===== src/rtl/fb_arbiter.sv =====
// Framebuffer BRAM arbiter: display scanout reads have absolute priority, and
// renderer writes take every other cycle through a valid/ready handshake.
module fb_arbiter #(
    parameter int FB_W        = 256,
    parameter int FB_H        = 192,
    parameter int SCALE_SHIFT = 2,
    parameter int PIX_W       = 12,
    parameter int ADDR_W      = 16
) (
    input  logic              clk_75MHz,
    input  logic              rst_n,
    input  logic [9:0]        h_pixel,
    input  logic [9:0]        v_pixel,
    input  logic              in_disp_area,
    output logic [PIX_W-1:0]  pixel_data,
    input  logic              rt_wr_valid,
    output logic              rt_wr_ready,
    input  logic [7:0]        rt_wr_x,
    input  logic [7:0]        rt_wr_y,
    input  logic [PIX_W-1:0]  rt_wr_data,
    output logic [ADDR_W-1:0] fb_addr,
    output logic              fb_we,
    output logic [PIX_W-1:0]  fb_wdata,
    input  logic [PIX_W-1:0]  fb_rdata,
    output logic [15:0]       rt_stall_cnt
);

    localparam int X_W = $clog2(FB_W);
    localparam int Y_W = ADDR_W - X_W;
    localparam logic [9:0]     LAST_LINE = 10'(FB_H * (1 << SCALE_SHIFT) - 1);
    localparam logic [8:0]     FB_H_LIM  = 9'(FB_H);
    localparam logic [X_W-1:0] LAST_COL  = X_W'(FB_W - 1);

    localparam logic [2:0] S_BLANK   = 3'd0;
    localparam logic [2:0] S_PRE     = 3'd1;
    localparam logic [2:0] S_PRE_CAP = 3'd2;
    localparam logic [2:0] S_WAIT    = 3'd3;
    localparam logic [2:0] S_ACTIVE  = 3'd4;

    logic [2:0]        state;
    logic              disp_q;
    logic [9:0]        v_q;
    logic [PIX_W-1:0]  stage;

    logic              line_end;
    logic              line_start;
    logic [1:0]        phase;
    logic [X_W-1:0]    col;
    logic [X_W-1:0]    col_next;
    logic              last_col;
    logic [Y_W-1:0]    row;
    logic [Y_W-1:0]    v_q_row;
    logic [Y_W-1:0]    next_row;
    logic              active_rd;
    logic              pre_rd;
    logic              disp_slot;
    logic              wr_fire;
    logic [ADDR_W-1:0] rd_addr;

    assign line_end   = disp_q & ~in_disp_area;
    assign line_start = in_disp_area & ~disp_q;
    assign phase      = h_pixel[1:0];
    assign col        = h_pixel[SCALE_SHIFT +: X_W];
    assign col_next   = col + X_W'(1);
    assign last_col   = (col == LAST_COL);
    assign row        = v_pixel[SCALE_SHIFT +: Y_W];
    assign v_q_row    = v_q[SCALE_SHIFT +: Y_W];

    // (v_q + 1) >> SCALE_SHIFT, written so every bit of v_q is used directly.
    assign next_row = (v_q == LAST_LINE) ? '0
                    : v_q_row + Y_W'(&v_q[SCALE_SHIFT-1:0]);

    assign active_rd   = (state == S_ACTIVE) && (phase == 2'b01) && !last_col;
    assign pre_rd      = (state == S_PRE);
    assign disp_slot   = active_rd | pre_rd;
    assign rt_wr_ready = rst_n & ~disp_slot;
    assign wr_fire     = rt_wr_valid & rt_wr_ready & ({1'b0, rt_wr_y} < FB_H_LIM);

    always_comb begin
        rd_addr = '0;
        if (pre_rd)
            rd_addr = {next_row, {X_W{1'b0}}};
        else
            rd_addr = {row, col_next};
    end

    always_ff @(posedge clk_75MHz or negedge rst_n) begin
        if (!rst_n) begin
            state  <= S_BLANK;
            disp_q <= 1'b0;
            v_q    <= '0;
        end else begin
            disp_q <= in_disp_area;
            if (in_disp_area)
                v_q <= v_pixel;
            case (state)
                S_BLANK:   if (line_end) state <= S_PRE;
                S_PRE:     state <= S_PRE_CAP;
                S_PRE_CAP: state <= S_WAIT;
                S_WAIT:    if (line_start) state <= S_ACTIVE;
                S_ACTIVE:  if (line_end) state <= S_PRE;
                default:   state <= S_BLANK;
            endcase
        end
    end

    // Prefetch one column ahead so the new pixel lands on the h_pixel[1:0]==00 boundary.
    always_ff @(posedge clk_75MHz or negedge rst_n) begin
        if (!rst_n) begin
            stage      <= '0;
            pixel_data <= '0;
        end else if (state == S_PRE_CAP) begin
            stage      <= fb_rdata;
            pixel_data <= fb_rdata;
        end else if (state == S_ACTIVE && !last_col) begin
            if (phase == 2'b10)
                stage <= fb_rdata;
            else if (phase == 2'b11)
                pixel_data <= stage;
        end
    end

    always_ff @(posedge clk_75MHz or negedge rst_n) begin
        if (!rst_n) begin
            fb_we    <= 1'b0;
            fb_addr  <= '0;
            fb_wdata <= '0;
        end else begin
            fb_we <= wr_fire;
            if (wr_fire) begin
                fb_addr  <= {rt_wr_y, rt_wr_x};
                fb_wdata <= rt_wr_data;
            end else if (disp_slot) begin
                fb_addr <= rd_addr;
            end
        end
    end

    always_ff @(posedge clk_75MHz or negedge rst_n) begin
        if (!rst_n)
            rt_stall_cnt <= '0;
        else if (rt_wr_valid && !rt_wr_ready && rt_stall_cnt != 16'hFFFF)
            rt_stall_cnt <= rt_stall_cnt + 16'd1;
    end

endmodule


===== config.mk =====
export PLATFORM = sky130hd
export DESIGN_NAME = fb_arbiter
export DESIGN_NICKNAME = d
export VERILOG_FILES = /design/src/rtl/fb_arbiter.sv
export SDC_FILE = /design/constraint.sdc
export NUM_CORES = 1
export LEC_CHECK = 0
export CAP_MARGIN = 20
export CORE_UTILIZATION = 30
export CTS_CLUSTER_DIAMETER = 30
export DETAILED_ROUTE_END_ITERATION = 12
export MAX_ROUTING_LAYER = met4
export RECOVER_POWER = 100
export SYNTH_ARGS = -nofsm -noshare
export SYNTH_HDL_FRONTEND = slang
export SYNTH_SLANG_ARGS = --single-unit

===== constraint.sdc =====
create_clock -name clk_75MHz -period 6 [get_ports clk_75MHz]
set_clock_uncertainty 0.2 [all_clocks]
set_input_delay 0.6 -clock clk_75MHz [delete_from_list [all_inputs] [get_ports clk_75MHz]]
set_output_delay 0.6 -clock clk_75MHz [all_outputs]
set_load 0.05 [all_outputs]

* Word-level counts from Yosys, hierarchy flattened
Cells that the tools add are included.
** Storage, ports and cells
- Register bits :: 83
- Bits in latches :: 0
- RAM bits :: 0
- ROM bits :: 0
- Input bits :: 64
- Output and inout port bits :: 58
- Logic and storage cells :: 66
- Memories kept :: 0
** Operators by class
- Add/sub/neg operators :: 3
- Multipliers :: 0
- Divide/modulo/power cells :: 0
- $lt $le $gt $ge :: 1
- Equal/unequal tests :: 13
- Shifts and indexed selects :: 0
- Multiplexer cells :: 14
- Bitwise gates (word level) :: 9
- Reductions and logical operators :: 17
** Operators with widths (number)
- $mux W12 :: 7
- $mux W16 :: 3
- $add A16 B1 Y16 const B :: 1
- $ne A16 B16 Y1 const B :: 1
- $pmux W3 S4 :: 1
- $eq A10 B10 Y1 const B :: 1
- $add A8 B1 Y8 :: 1
- $add A8 B1 Y8 const B :: 1
- $eq A8 B8 Y1 const B :: 1
- $lt A8 B8 Y1 const B :: 1
- $mux W8 :: 1
- $reduce_bool A2 Y1 :: 4
- $eq A3 B2 Y1 const B :: 2
- $mux W3 :: 2
- $reduce_and A2 Y1 :: 3
- $and A1 B1 Y1 :: 5
- $logic_and A1 B1 Y1 :: 5
- $eq A2 B2 Y1 const B :: 2
- $ne A2 B2 Y1 const B :: 2
- $eq A3 B1 Y1 const B :: 1
- $eq A3 B3 Y1 const B :: 1
- $logic_not A3 Y1 :: 1
- $not A1 Y1 :: 3
- $reduce_and A3 Y1 :: 1
- 5 further kinds :: 6

* Depth between registers and ports, before layout
Gate-level depths: netlist of the first run.
- Depth in word-level cells :: 9
- Depth in mapped cells :: 10
- Depth with buffers taken out :: 7

* Worst setup path after synthesis of the first run
OpenSTA, ideal clock, no wires.
- Path kind :: input-to-output
- From :: input h_pixel[2]
- To :: output rt_wr_ready
- Data arrival time :: 1.957 ns
- Data required time :: 5.200 ns
- Slack :: 3.243 ns
- Stages on the path :: 5
- Buffers on the path :: 1
- Cell sequence :: ha_1 and3_1 clkbuf_1 a211oi_4 nor2_1
** Between the ends
- Cells in the longest elaborated chain, start to end :: 6
** Ends and longest elaborated chain
- start: declaration :: RTL line 12 : input logic [9:0] h_pixel,
- $eq A8 B8 Y1 :: RTL line 65 : assign last_col = (col == LAST_COL);
- $logic_not A1 Y1 :: RTL line 73 : assign active_rd = (state == S_ACTIVE) && (phase == 2'b01) && !last_col;
- $logic_and A1 B1 Y1 :: RTL line 73
- $or A1 B1 Y1 :: RTL line 75 : assign disp_slot = active_rd | pre_rd;
- $not A1 Y1 :: RTL line 76 : assign rt_wr_ready = rst_n & ~disp_slot;
- $and A1 B1 Y1 :: RTL line 76
- end: declaration :: RTL line 17 : output logic rt_wr_ready,
Every way passes these cells.

* Worst setup path after layout of the first run
Ends and elaborated chain as after synthesis.

==> report_table.html, run 1 <==
<table>
<tr><th>Metric</th><th>Value</th></tr>
<tr><th colspan="2">Timing</th></tr>
<tr><td>Time the worst path needs with I/O delays and setup</td><td>4.34 ns</td></tr>
<tr><td>Maximum achievable frequency</td><td>230 MHz</td></tr>
<tr><td>Final number of setup-violating endpoints</td><td>0</td></tr>
<tr><td>Transition time at the pin with the least slew margin</td><td>2.37 ns</td></tr>
<tr><td>Fin Hold WS</td><td>0.0377 ns</td></tr>
<tr><td>Accumulated negative setup slack</td><td>0 ns</td></tr>
<tr><td>Setup repair after global routing missed its margin</td><td>false</td></tr>
<tr><td>Post-route clock period utilization</td><td>72.4%</td></tr>
<tr><td>Hold violation count in the final report</td><td>0</td></tr>
<tr><td>Number of pins with negative max-slew slack in the final report</td><td>45</td></tr>
<tr><td>Max_slew headroom</td><td>-58.2%</td></tr>
<tr><th colspan="2">Power</th></tr>
<tr><td>Leak Pwr</td><td>2.38 nW</td></tr>
<tr><td>Worst IR Drop VDD</td><td>0.000268 V</td></tr>
<tr><td>Power, Total</td><td>2.84 mW</td></tr>
<tr><td>Power Density</td><td>498 nW/um^2</td></tr>
<tr><th colspan="2">Finish</th></tr>
<tr><td>Proportion of layout cells with a drive suffix above 1</td><td>9.70%</td></tr>
<tr><td>Area of all placed cells without fillers</td><td>5690 um^2</td></tr>
<tr><td>Final layout net count</td><td>558</td></tr>
<tr><td>Count of antenna diodes in the layout</td><td>0</td></tr>
<tr><td>Filler instances</td><td>1289</td></tr>
<tr><td>Area Growth Syn to Fin</td><td>38.9%</td></tr>
<tr><th colspan="2">Place</th></tr>
<tr><td>Routability congestion estimate from global placement</td><td>0.857</td></tr>
<tr><td>Post-detailed-placement cell area</td><td>5470 um^2</td></tr>
<tr><td>Buffers on Ports</td><td>121</td></tr>
<tr><td>Half-perimeter wire length after placement</td><td>7200 um</td></tr>
<tr><th colspan="2">GRT</th></tr>
<tr><td>Global-route usage over all layers</td><td>15.2%</td></tr>
<tr><td>Global-route wire length before repair</td><td>16400 um</td></tr>
<tr><td>Initial antenna violation count</td><td>0</td></tr>
<tr><td>Global-route congestion overflow total</td><td>0</td></tr>
<tr><td>Via count of the first global-routing pass</td><td>3372</td></tr>
<tr><td>Maximum number of pins on one net before global-route repair</td><td>45</td></tr>
<tr><th colspan="2">Synthesis</th></tr>
<tr><td>Number of different library cells in the post-synthesis netlist</td><td>54</td></tr>
<tr><td>Count of yosys warnings during synthesis</td><td>0</td></tr>
<tr><td>Number of enable-type register cells in the synthesized netlist</td><td>0</td></tr>
<tr><td>Mapped Avg Cell Area</td><td>11.1 um^2</td></tr>
<tr><td>Synth Flop Type</td><td>sky130_fd_sc_hd__dfrtp_1</td></tr>
<tr><td>Netlist area before placement</td><td>4100 um^2</td></tr>
<tr><td>Portion of the post-synthesis area used by sequential elements</td><td>50.7%</td></tr>
<tr><td>Cell count after synthesis</td><td>370</td></tr>
<tr><td>Number of synthesized register bits</td><td>83</td></tr>
<tr><td>Share of synthesized registers carrying an async set or reset</td><td>100%</td></tr>
<tr><td>Syn Nets</td><td>438</td></tr>
<tr><th colspan="2">Run status</th></tr>
<tr><td>Failing checks</td><td>capacitance limit, slew limit</td></tr>
<tr><td>Run status</td><td>complete, but fails checks</td></tr>
<tr><th colspan="2">Floorplan</th></tr>
<tr><td>Height of the die</td><td>119 um</td></tr>
<tr><td>Total number of placement rows</td><td>42</td></tr>
<tr><td>Core Footprint</td><td>13300 um^2</td></tr>
<tr><td>Die W</td><td>119 um</td></tr>
<tr><td>Ports placed on the boundary</td><td>122</td></tr>
<tr><td>Full die area</td><td>14100 um^2</td></tr>
<tr><td>Effective utilization at floorplan</td><td>30.8%</td></tr>
<tr><th colspan="2">Job</th></tr>
<tr><td>Count of max-cap constraint violations</td><td>1</td></tr>
<tr><th colspan="2">CTS</th></tr>
<tr><td>Clock tree from TritonCTS</td><td>yes</td></tr>
<tr><td>Number of clock sinks seen by CTS</td><td>83</td></tr>
<tr><td>Clock edge transition at the registers on the reported setup and hold paths</td><td>0.06 ns</td></tr>
<tr><td>Num CTS Buffers</td><td>9</td></tr>
<tr><td>Clock latency on the worst-skew pair</td><td>0.34 ns</td></tr>
<tr><td>Clock root buffer master</td><td>sky130_fd_sc_hd__clkbuf_16</td></tr>
<tr><td>CTS Hold Buffers Added</td><td>0</td></tr>
<tr><td>Deepest level of the CTS H-tree</td><td>3</td></tr>
<tr><td>Buffers from clock root to sink, at most</td><td>2</td></tr>
<tr><td>Number of instances resized during post-cts repair</td><td>0</td></tr>
<tr><td>Number of buffers inserted to repair setup after CTS</td><td>0</td></tr>
<tr><th colspan="2">Worst setup path</th></tr>
<tr><td>CP Depth</td><td>6</td></tr>
<tr><td>Largest incremental delay on the critical path</td><td>0.94 ns</td></tr>
<tr><td>CP arrival</td><td>3.54 ns</td></tr>
<tr><td>Worst Setup End Kind</td><td>primary output</td></tr>
<tr><td>Most common cell type on the critical path</td><td>sky130_fd_sc_hd__dlygate4sd3_1</td></tr>
<tr><td>Slowest cell on crit path</td><td>sky130_fd_sc_hd__a211oi_1</td></tr>
<tr><td>CP Data Required Time</td><td>5.20 ns</td></tr>
<tr><td>Worst-path cell chain</td><td>dlygate4sd3_1 -&gt; ha_1 -&gt; and3_1 -&gt; a211oi_1 -&gt; nor2_1 -&gt; dlygate4sd3_1</td></tr>
<tr><td>Cell class contributing the biggest share of worst-path delay</td><td>buffers and inverters</td></tr>
<tr><td>Buffers &amp; Inverters on Critical Path</td><td>2</td></tr>
<tr><td>Class of the most critical setup path</td><td>in -&gt; out</td></tr>
<tr><td>Number of cell instances on the worst register-to-register path</td><td>5</td></tr>
<tr><td>Worst Setup Start Kind</td><td>primary input</td></tr>
<tr><td>Biggest fanout along the worst timing path</td><td>9</td></tr>
<tr><th colspan="2">Route</th></tr>
<tr><td>Post-route DRC violation count</td><td>0</td></tr>
<tr><td>TritonRoute pass-1 iters</td><td>4</td></tr>
<tr><td>DR vias</td><td>3295</td></tr>
<tr><td>Starting DRC count in detailed routing</td><td>102</td></tr>
<tr><td>Final routed wirelength across all metal layers</td><td>9800 um</td></tr>
<tr><td>Post-detailed-route wirelength per cell</td><td>14.6 um</td></tr>
<tr><td>Via/cell ratio</td><td>4.91</td></tr>
<tr><td>Antenna-violating nets left</td><td>0</td></tr>
<tr><th colspan="2">Hold path</th></tr>
<tr><td>Path type of the worst min-delay path</td><td>in -&gt; async</td></tr>
</table>
-- cell usage in the layout (no fill, tap or decap), drive strengths merged, types with 4 or more instances in the layout --
master | netlist | layout
dfrtp | 83 | 83
xnor2 | 13 | 13
o21ai | 17 | 17
nand2 | 26 | 26
dlygate4sd3 | 0 | 60
clkbuf | 6 | 12
and3 | 12 | 12
nor3 | 11 | 11
clkinv | 0 | 4
mux2 | 36 | 36
a21oi | 18 | 18
a211oi | 5 | 5
nor2 | 30 | 30
nand3 | 19 | 19
mux2i | 18 | 18
inv | 6 | 6
clkdlybuf4s50 | 0 | 60
nand4 | 6 | 6
nand2b | 6 | 6
xor2 | 9 | 9
ha | 4 | 4
-- cells by family after synthesis --
logic type	after synthesis	share of synthesized area [%]
xor gates and xnor gates	22	4.70
and+or+nand+nor	125	15.7
adders and majority gates	4	1.22
AOI/OAI and AO/OA	62	10.2
DFF	83	50.7
buffers and inverters	20	2.35
muxes	54	15.1
-- path summary, 6_finish.rpt --
check,startpoint,to,slack [ns]
max in group asynchronous,rst_n,stage[5],2.92
worst max-delay path,h_pixel[2],rt_wr_ready,1.66
worst min-delay path,rst_n,fb_addr[10],0.04
worst min register to register,fb_wdata[10],fb_wdata[10],0.29
min in group clk_75MHz,fb_wdata[10],fb_wdata[10],0.29
worst max register to register,state[0],rt_stall_cnt[1],2.34
-- registers in the layout (all words and copies together) (netlist names) --
signal and flops:
pixel_data 12, disp_q 1, fb_we 1, rt_stall_cnt 16
state 3, stage 12, fb_addr 16, v_q 10
fb_wdata 12
-- layout make-up --
cell class	count	area, um^2	area share, %
Sequential cell	83	2080	36.5
Multi-Input combinational cell	267	1850	32.5
Timing Repair Buffer	123	1220	21.4
Clock buffer	10	229	4.02
Tap cell	176	220	3.87
Clock inverter	6	80.1	1.41
Inverter	6	22.5	0.396
-- layer usage --
| layer | part of all wire [%] | wire length (um) | up-vias | global-route usage (%) |
|---|---|---|---|---|
| met5 | 0 | 0 | - | - |
| met4 | 1.9 | 188 | 0 | 6.57 |
| met3 | 4.8 | 472 | 16 | 3.16 |
| met2 | 46 | 4460 | 94 | 23.6 |
| met1 | 48 | 4680 | 1608 | 19.1 |
| li1 | - | - | 1577 | - |
-- metrics by stage --
| stage | setup slack (ns) | utilization, % | cells |
|---|---|---|---|
| 6_report | 1.66 | 42.8 | 671 |
| 5_1_grt | 1.57 | 42.8 | 671 |
| 4_1_cts | 2.27 | 43.5 | 671 |
| 3_5_place_dp | 2.28 | 41.2 | 655 |
| 3_3_place_gp | 2.31 | 41.2 | 655 |
| 2_1_floorplan | 3.24 | - | 370 |
-- power by group --
| group | leakage (nW) | total (mW) | internal [mW] | switching, mW |
|---|---|---|---|---|
| sequential | 0.988 | 0.905 | 0.769 | 0.135 |
| clock | 0.156 | 0.582 | 0.362 | 0.220 |
| combinational | 1.23 | 1.35 | 0.476 | 0.874 |
-- cells in the mapped netlist, types with 5 or more instances --
| cell type | instances | area, um^2 |
|---|---|---|
| sky130_fd_sc_hd__inv_1 | 5 | 18.8 |
| sky130_fd_sc_hd__and3_1 | 12 | 75.1 |
| sky130_fd_sc_hd__buf_2 | 5 | 25.0 |
| sky130_fd_sc_hd__mux2_4 | 9 | 135 |
| sky130_fd_sc_hd__nand2_1 | 26 | 97.6 |
| sky130_fd_sc_hd__nor2_1 | 30 | 113 |
| sky130_fd_sc_hd__nand3_1 | 19 | 95.1 |
| sky130_fd_sc_hd__nor3_1 | 10 | 50.1 |
| sky130_fd_sc_hd__a21oi_1 | 18 | 90.1 |
| sky130_fd_sc_hd__xnor2_1 | 13 | 114 |
| sky130_fd_sc_hd__mux2_2 | 26 | 293 |
| sky130_fd_sc_hd__clkbuf_1 | 6 | 22.5 |
| sky130_fd_sc_hd__nand2b_1 | 5 | 31.3 |
| sky130_fd_sc_hd__xor2_1 | 9 | 78.8 |
| sky130_fd_sc_hd__o21ai_0 | 16 | 80.1 |
| sky130_fd_sc_hd__dfrtp_1 | 83 | 2080 |
| sky130_fd_sc_hd__nand4_1 | 6 | 37.5 |
| sky130_fd_sc_hd__mux2i_1 | 18 | 180 |
No activity file was read; power rests on OpenSTA's default activity.
==> run 2: changes to the inputs <==
- clock period: 6 -> 4.1 ns (I/O delays scaled with it)
==> report_table.html, run 2 (synthesis gave the netlist of run 1 again) <==
<table>
<tr><th>Metric</th><th>Value</th></tr>
<tr><th colspan="2">Run status</th></tr>
<tr><td>Run status</td><td>complete, but fails checks (unchanged)</td></tr>
<tr><td>Failing checks</td><td>capacitance limit, slew limit (unchanged)</td></tr>
<tr><th colspan="2">Place</th></tr>
<tr><td>Buffers on Ports</td><td>121 (unchanged)</td></tr>
<tr><td>Half-perimeter wire length after placement</td><td>7230 um (was 7200 um)</td></tr>
<tr><td>Setup slack at placement</td><td>0.918 ns (was 2.28 ns)</td></tr>
<tr><td>Routability congestion estimate from global placement</td><td>0.830 (was 0.857)</td></tr>
<tr><td>Placed cells</td><td>658 (was 655)</td></tr>
<tr><td>Post-detailed-placement cell area</td><td>5490 um^2 (was 5470 um^2)</td></tr>
<tr><th colspan="2">Job</th></tr>
<tr><td>Count of max-cap constraint violations</td><td>1 (unchanged)</td></tr>
<tr><th colspan="2">Worst setup path</th></tr>
<tr><td>Crit path from</td><td>h_pixel[2] (unchanged)</td></tr>
<tr><td>Biggest fanout along the worst timing path</td><td>6 (was 9)</td></tr>
<tr><td>Class of the most critical setup path</td><td>in -&gt; out (unchanged)</td></tr>
<tr><td>CP arrival</td><td>2.85 ns (was 3.54 ns)</td></tr>
<tr><td>Worst Setup Start Kind</td><td>primary input (unchanged)</td></tr>
<tr><td>Worst Setup End Kind</td><td>primary output (unchanged)</td></tr>
<tr><td>Worst R2R Start</td><td>state[0] (unchanged)</td></tr>
<tr><td>CP Data Required Time</td><td>3.49 ns (was 5.20 ns)</td></tr>
<tr><th colspan="2">Timing</th></tr>
<tr><td>Least setup slack across all paths after layout</td><td>0.635 ns (was 1.66 ns)</td></tr>
<tr><td>Max_slew headroom</td><td>-20.7% (was -58.2%)</td></tr>
<tr><td>Maximum achievable frequency</td><td>289 MHz</td></tr>
<tr><td>Setup repair after global routing missed its margin</td><td>false (unchanged)</td></tr>
<tr><td>Hold violation count in the final report</td><td>0 (unchanged)</td></tr>
<tr><td>Final number of setup-violating endpoints</td><td>0 (unchanged)</td></tr>
<tr><td>Fin Hold WS</td><td>0.279 ns (was 0.0377 ns)</td></tr>
<tr><td>Transition time at the pin with the least slew margin</td><td>1.81 ns (was 2.37 ns)</td></tr>
<tr><td>Post-route clock period utilization</td><td>84.5%</td></tr>
<tr><td>Accumulated negative setup slack</td><td>0 ns (unchanged)</td></tr>
<tr><td>Time the worst path needs with I/O delays and setup</td><td>3.46 ns</td></tr>
<tr><td>Number of pins with negative max-slew slack in the final report</td><td>72 (was 45)</td></tr>
<tr><th colspan="2">Power</th></tr>
<tr><td>Reg power frac</td><td>32.4% (was 31.9%)</td></tr>
<tr><td>Power, Total</td><td>4.10 mW (was 2.84 mW)</td></tr>
<tr><td>Share of total power in combinational logic</td><td>48.5% (was 47.6%)</td></tr>
<tr><td>Sw frac</td><td>44.0% (was 43.4%)</td></tr>
<tr><td>Net Sw Power</td><td>1.80 mW (was 1.23 mW)</td></tr>
<tr><td>Clk network pwr share</td><td>19.1% (was 20.5%)</td></tr>
<tr><td>Leak Pwr</td><td>2.37 nW (was 2.38 nW)</td></tr>
<tr><td>Cell internal pwr</td><td>2.30 mW (was 1.61 mW)</td></tr>
<tr><td>Worst IR Drop VDD</td><td>0.000382 V (was 0.000268 V)</td></tr>
<tr><td>Power Density</td><td>719 nW/um^2 (was 498 nW/um^2)</td></tr>
<tr><th colspan="2">GRT</th></tr>
<tr><td>Via count of the first global-routing pass</td><td>3361 (was 3372)</td></tr>
<tr><td>Global-route usage over all layers</td><td>15.7% (was 15.2%)</td></tr>
<tr><td>Maximum number of pins on one net before global-route repair</td><td>72 (was 45)</td></tr>
<tr><td>Global-route congestion overflow total</td><td>0 (unchanged)</td></tr>
<tr><td>Initial antenna violation count</td><td>0 (unchanged)</td></tr>
<tr><td>Global-route wire length before repair</td><td>16900 um (was 16400 um)</td></tr>
<tr><th colspan="2">Finish</th></tr>
<tr><td>Proportion of layout cells with a drive suffix above 1</td><td>9.84% (was 9.70%)</td></tr>
<tr><td>Count of antenna diodes in the layout</td><td>0 (unchanged)</td></tr>
<tr><td>Final Core Density</td><td>42.8% (about the same)</td></tr>
<tr><td>Largest regs</td><td>fb_addr (16), rt_stall_cnt (16) (unchanged)</td></tr>
<tr><td>Non-Filler Instances</td><td>674 (was 671)</td></tr>
<tr><td>Final layout net count</td><td>562 (was 558)</td></tr>
<tr><td>Area of all placed cells without fillers</td><td>5700 um^2 (was 5690 um^2)</td></tr>
<tr><td>Highest-count cells in the layout ignoring fill and taps</td><td>sky130_fd_sc_hd__dfrtp_1, sky130_fd_sc_hd__dlygate4sd3_1, sky130_fd_sc_hd__clkdlybuf4s50_1, sky130_fd_sc_hd__nor2_1 (was sky130_fd_sc_hd__dfrtp_1, sky130_fd_sc_hd__clkdlybuf4s50_1, sky130_fd_sc_hd__dlygate4sd3_1, sky130_fd_sc_hd__nor2_1)</td></tr>
<tr><td>Most common cell after layout, fill and taps aside</td><td>sky130_fd_sc_hd__dfrtp_1 (unchanged)</td></tr>
<tr><td>Area Growth Syn to Fin</td><td>38.9% (about the same)</td></tr>
<tr><th colspan="2">Route</th></tr>
<tr><td>Via/cell ratio</td><td>4.88 (was 4.91)</td></tr>
<tr><td>Post-route DRC violation count</td><td>0 (unchanged)</td></tr>
<tr><td>Post-detailed-route wirelength per cell</td><td>15.1 um (was 14.6 um)</td></tr>
<tr><td>TritonRoute pass-1 iters</td><td>4 (unchanged)</td></tr>
<tr><td>Antenna-violating nets left</td><td>0 (unchanged)</td></tr>
<tr><td>Starting DRC count in detailed routing</td><td>107 (was 102)</td></tr>
<tr><td>DR vias</td><td>3287 (was 3295)</td></tr>
<tr><td>Final routed wirelength across all metal layers</td><td>10200 um (was 9800 um)</td></tr>
<tr><th colspan="2">Floorplan</th></tr>
<tr><td>Total number of placement rows</td><td>42 (unchanged)</td></tr>
<tr><td>Die W</td><td>119 um (unchanged)</td></tr>
<tr><td>Core Footprint</td><td>13300 um^2 (unchanged)</td></tr>
<tr><td>Full die area</td><td>14100 um^2 (unchanged)</td></tr>
<tr><td>Ports placed on the boundary</td><td>122 (unchanged)</td></tr>
<tr><td>Height of the die</td><td>119 um (unchanged)</td></tr>
<tr><td>Effective utilization at floorplan</td><td>30.8% (unchanged)</td></tr>
<tr><th colspan="2">CTS</th></tr>
<tr><td>Number of buffers inserted to repair setup after CTS</td><td>0 (unchanged)</td></tr>
<tr><td>Buffers from clock root to sink, at most</td><td>2 (unchanged)</td></tr>
<tr><td>Clock edge transition at the registers on the reported setup and hold paths</td><td>0.06 ns (about the same)</td></tr>
<tr><td>Number of clock sinks seen by CTS</td><td>83 (unchanged)</td></tr>
<tr><td>Clock tree from TritonCTS</td><td>yes (unchanged)</td></tr>
<tr><td>Clock latency on the worst-skew pair</td><td>0.34 ns (about the same)</td></tr>
<tr><td>Clock root buffer master</td><td>sky130_fd_sc_hd__clkbuf_16 (unchanged)</td></tr>
<tr><td>Num CTS Buffers</td><td>9 (unchanged)</td></tr>
<tr><td>Deepest level of the CTS H-tree</td><td>3 (unchanged)</td></tr>
<tr><th colspan="2">Hold path</th></tr>
<tr><td>Path type of the worst min-delay path</td><td>in -&gt; async (unchanged)</td></tr>
</table>
run 2: layout make-up:
type	instances	area [um^2]
clock inverters	3	40.0
fillers	1273	7600
repair buffers	127	1240
clock buffers	12	236
well taps	176	220
inverters	6	22.5
flip-flops and latches	83	2080
multi-input cells	267	1860
run 2: routing by layer:
layer	vias up	wire length (um)	track usage, %
li1	1578	-	-
met3	12	501	3.07
met5	-	0	-
met1	1595	4830	20.2
met2	102	4670	24.1
met4	0	183	6.88
run 2: final timing paths:
kind                               endpoint  slack (ns)  cells after the start
hold / removal                  fb_addr[14]        0.28                      2
min in group clk_75MHz          fb_wdata[6]        0.28                      1
setup / recovery                rt_wr_ready        0.64                      6
setup reg to reg           rt_stall_cnt[10]        1.07                      6
hold reg to reg                 fb_wdata[6]        0.28                      1
max in group asynchronous          stage[5]        1.43                      3
run 2: power groups by stage:
stage               clock (mW)  sequential (mW)  combinational (mW)
global route             0.846             1.38                2.12
floorplan                    0             2.07               0.704
detailed placement           0             1.35                2.13
CTS                      0.811             1.34                2.14
global placement             0             1.34                2.11
finish                   0.783             1.33                1.99
run 2: worst max-delay path, stage by stage:
cell	delay (ns)
sky130_fd_sc_hd__dlygate4sd3_1	0.57
sky130_fd_sc_hd__ha_1	0.23
sky130_fd_sc_hd__and3_1	0.26
sky130_fd_sc_hd__a211oi_1	0.45
sky130_fd_sc_hd__nor2_1	0.14
sky130_fd_sc_hd__dlygate4sd3_1	0.79
run 2: what timing repair did:
action                    in CTS  in global routing
hold buffers                   1                  0
hold endpoints to repair      12                  0
resized for setup              0                  0
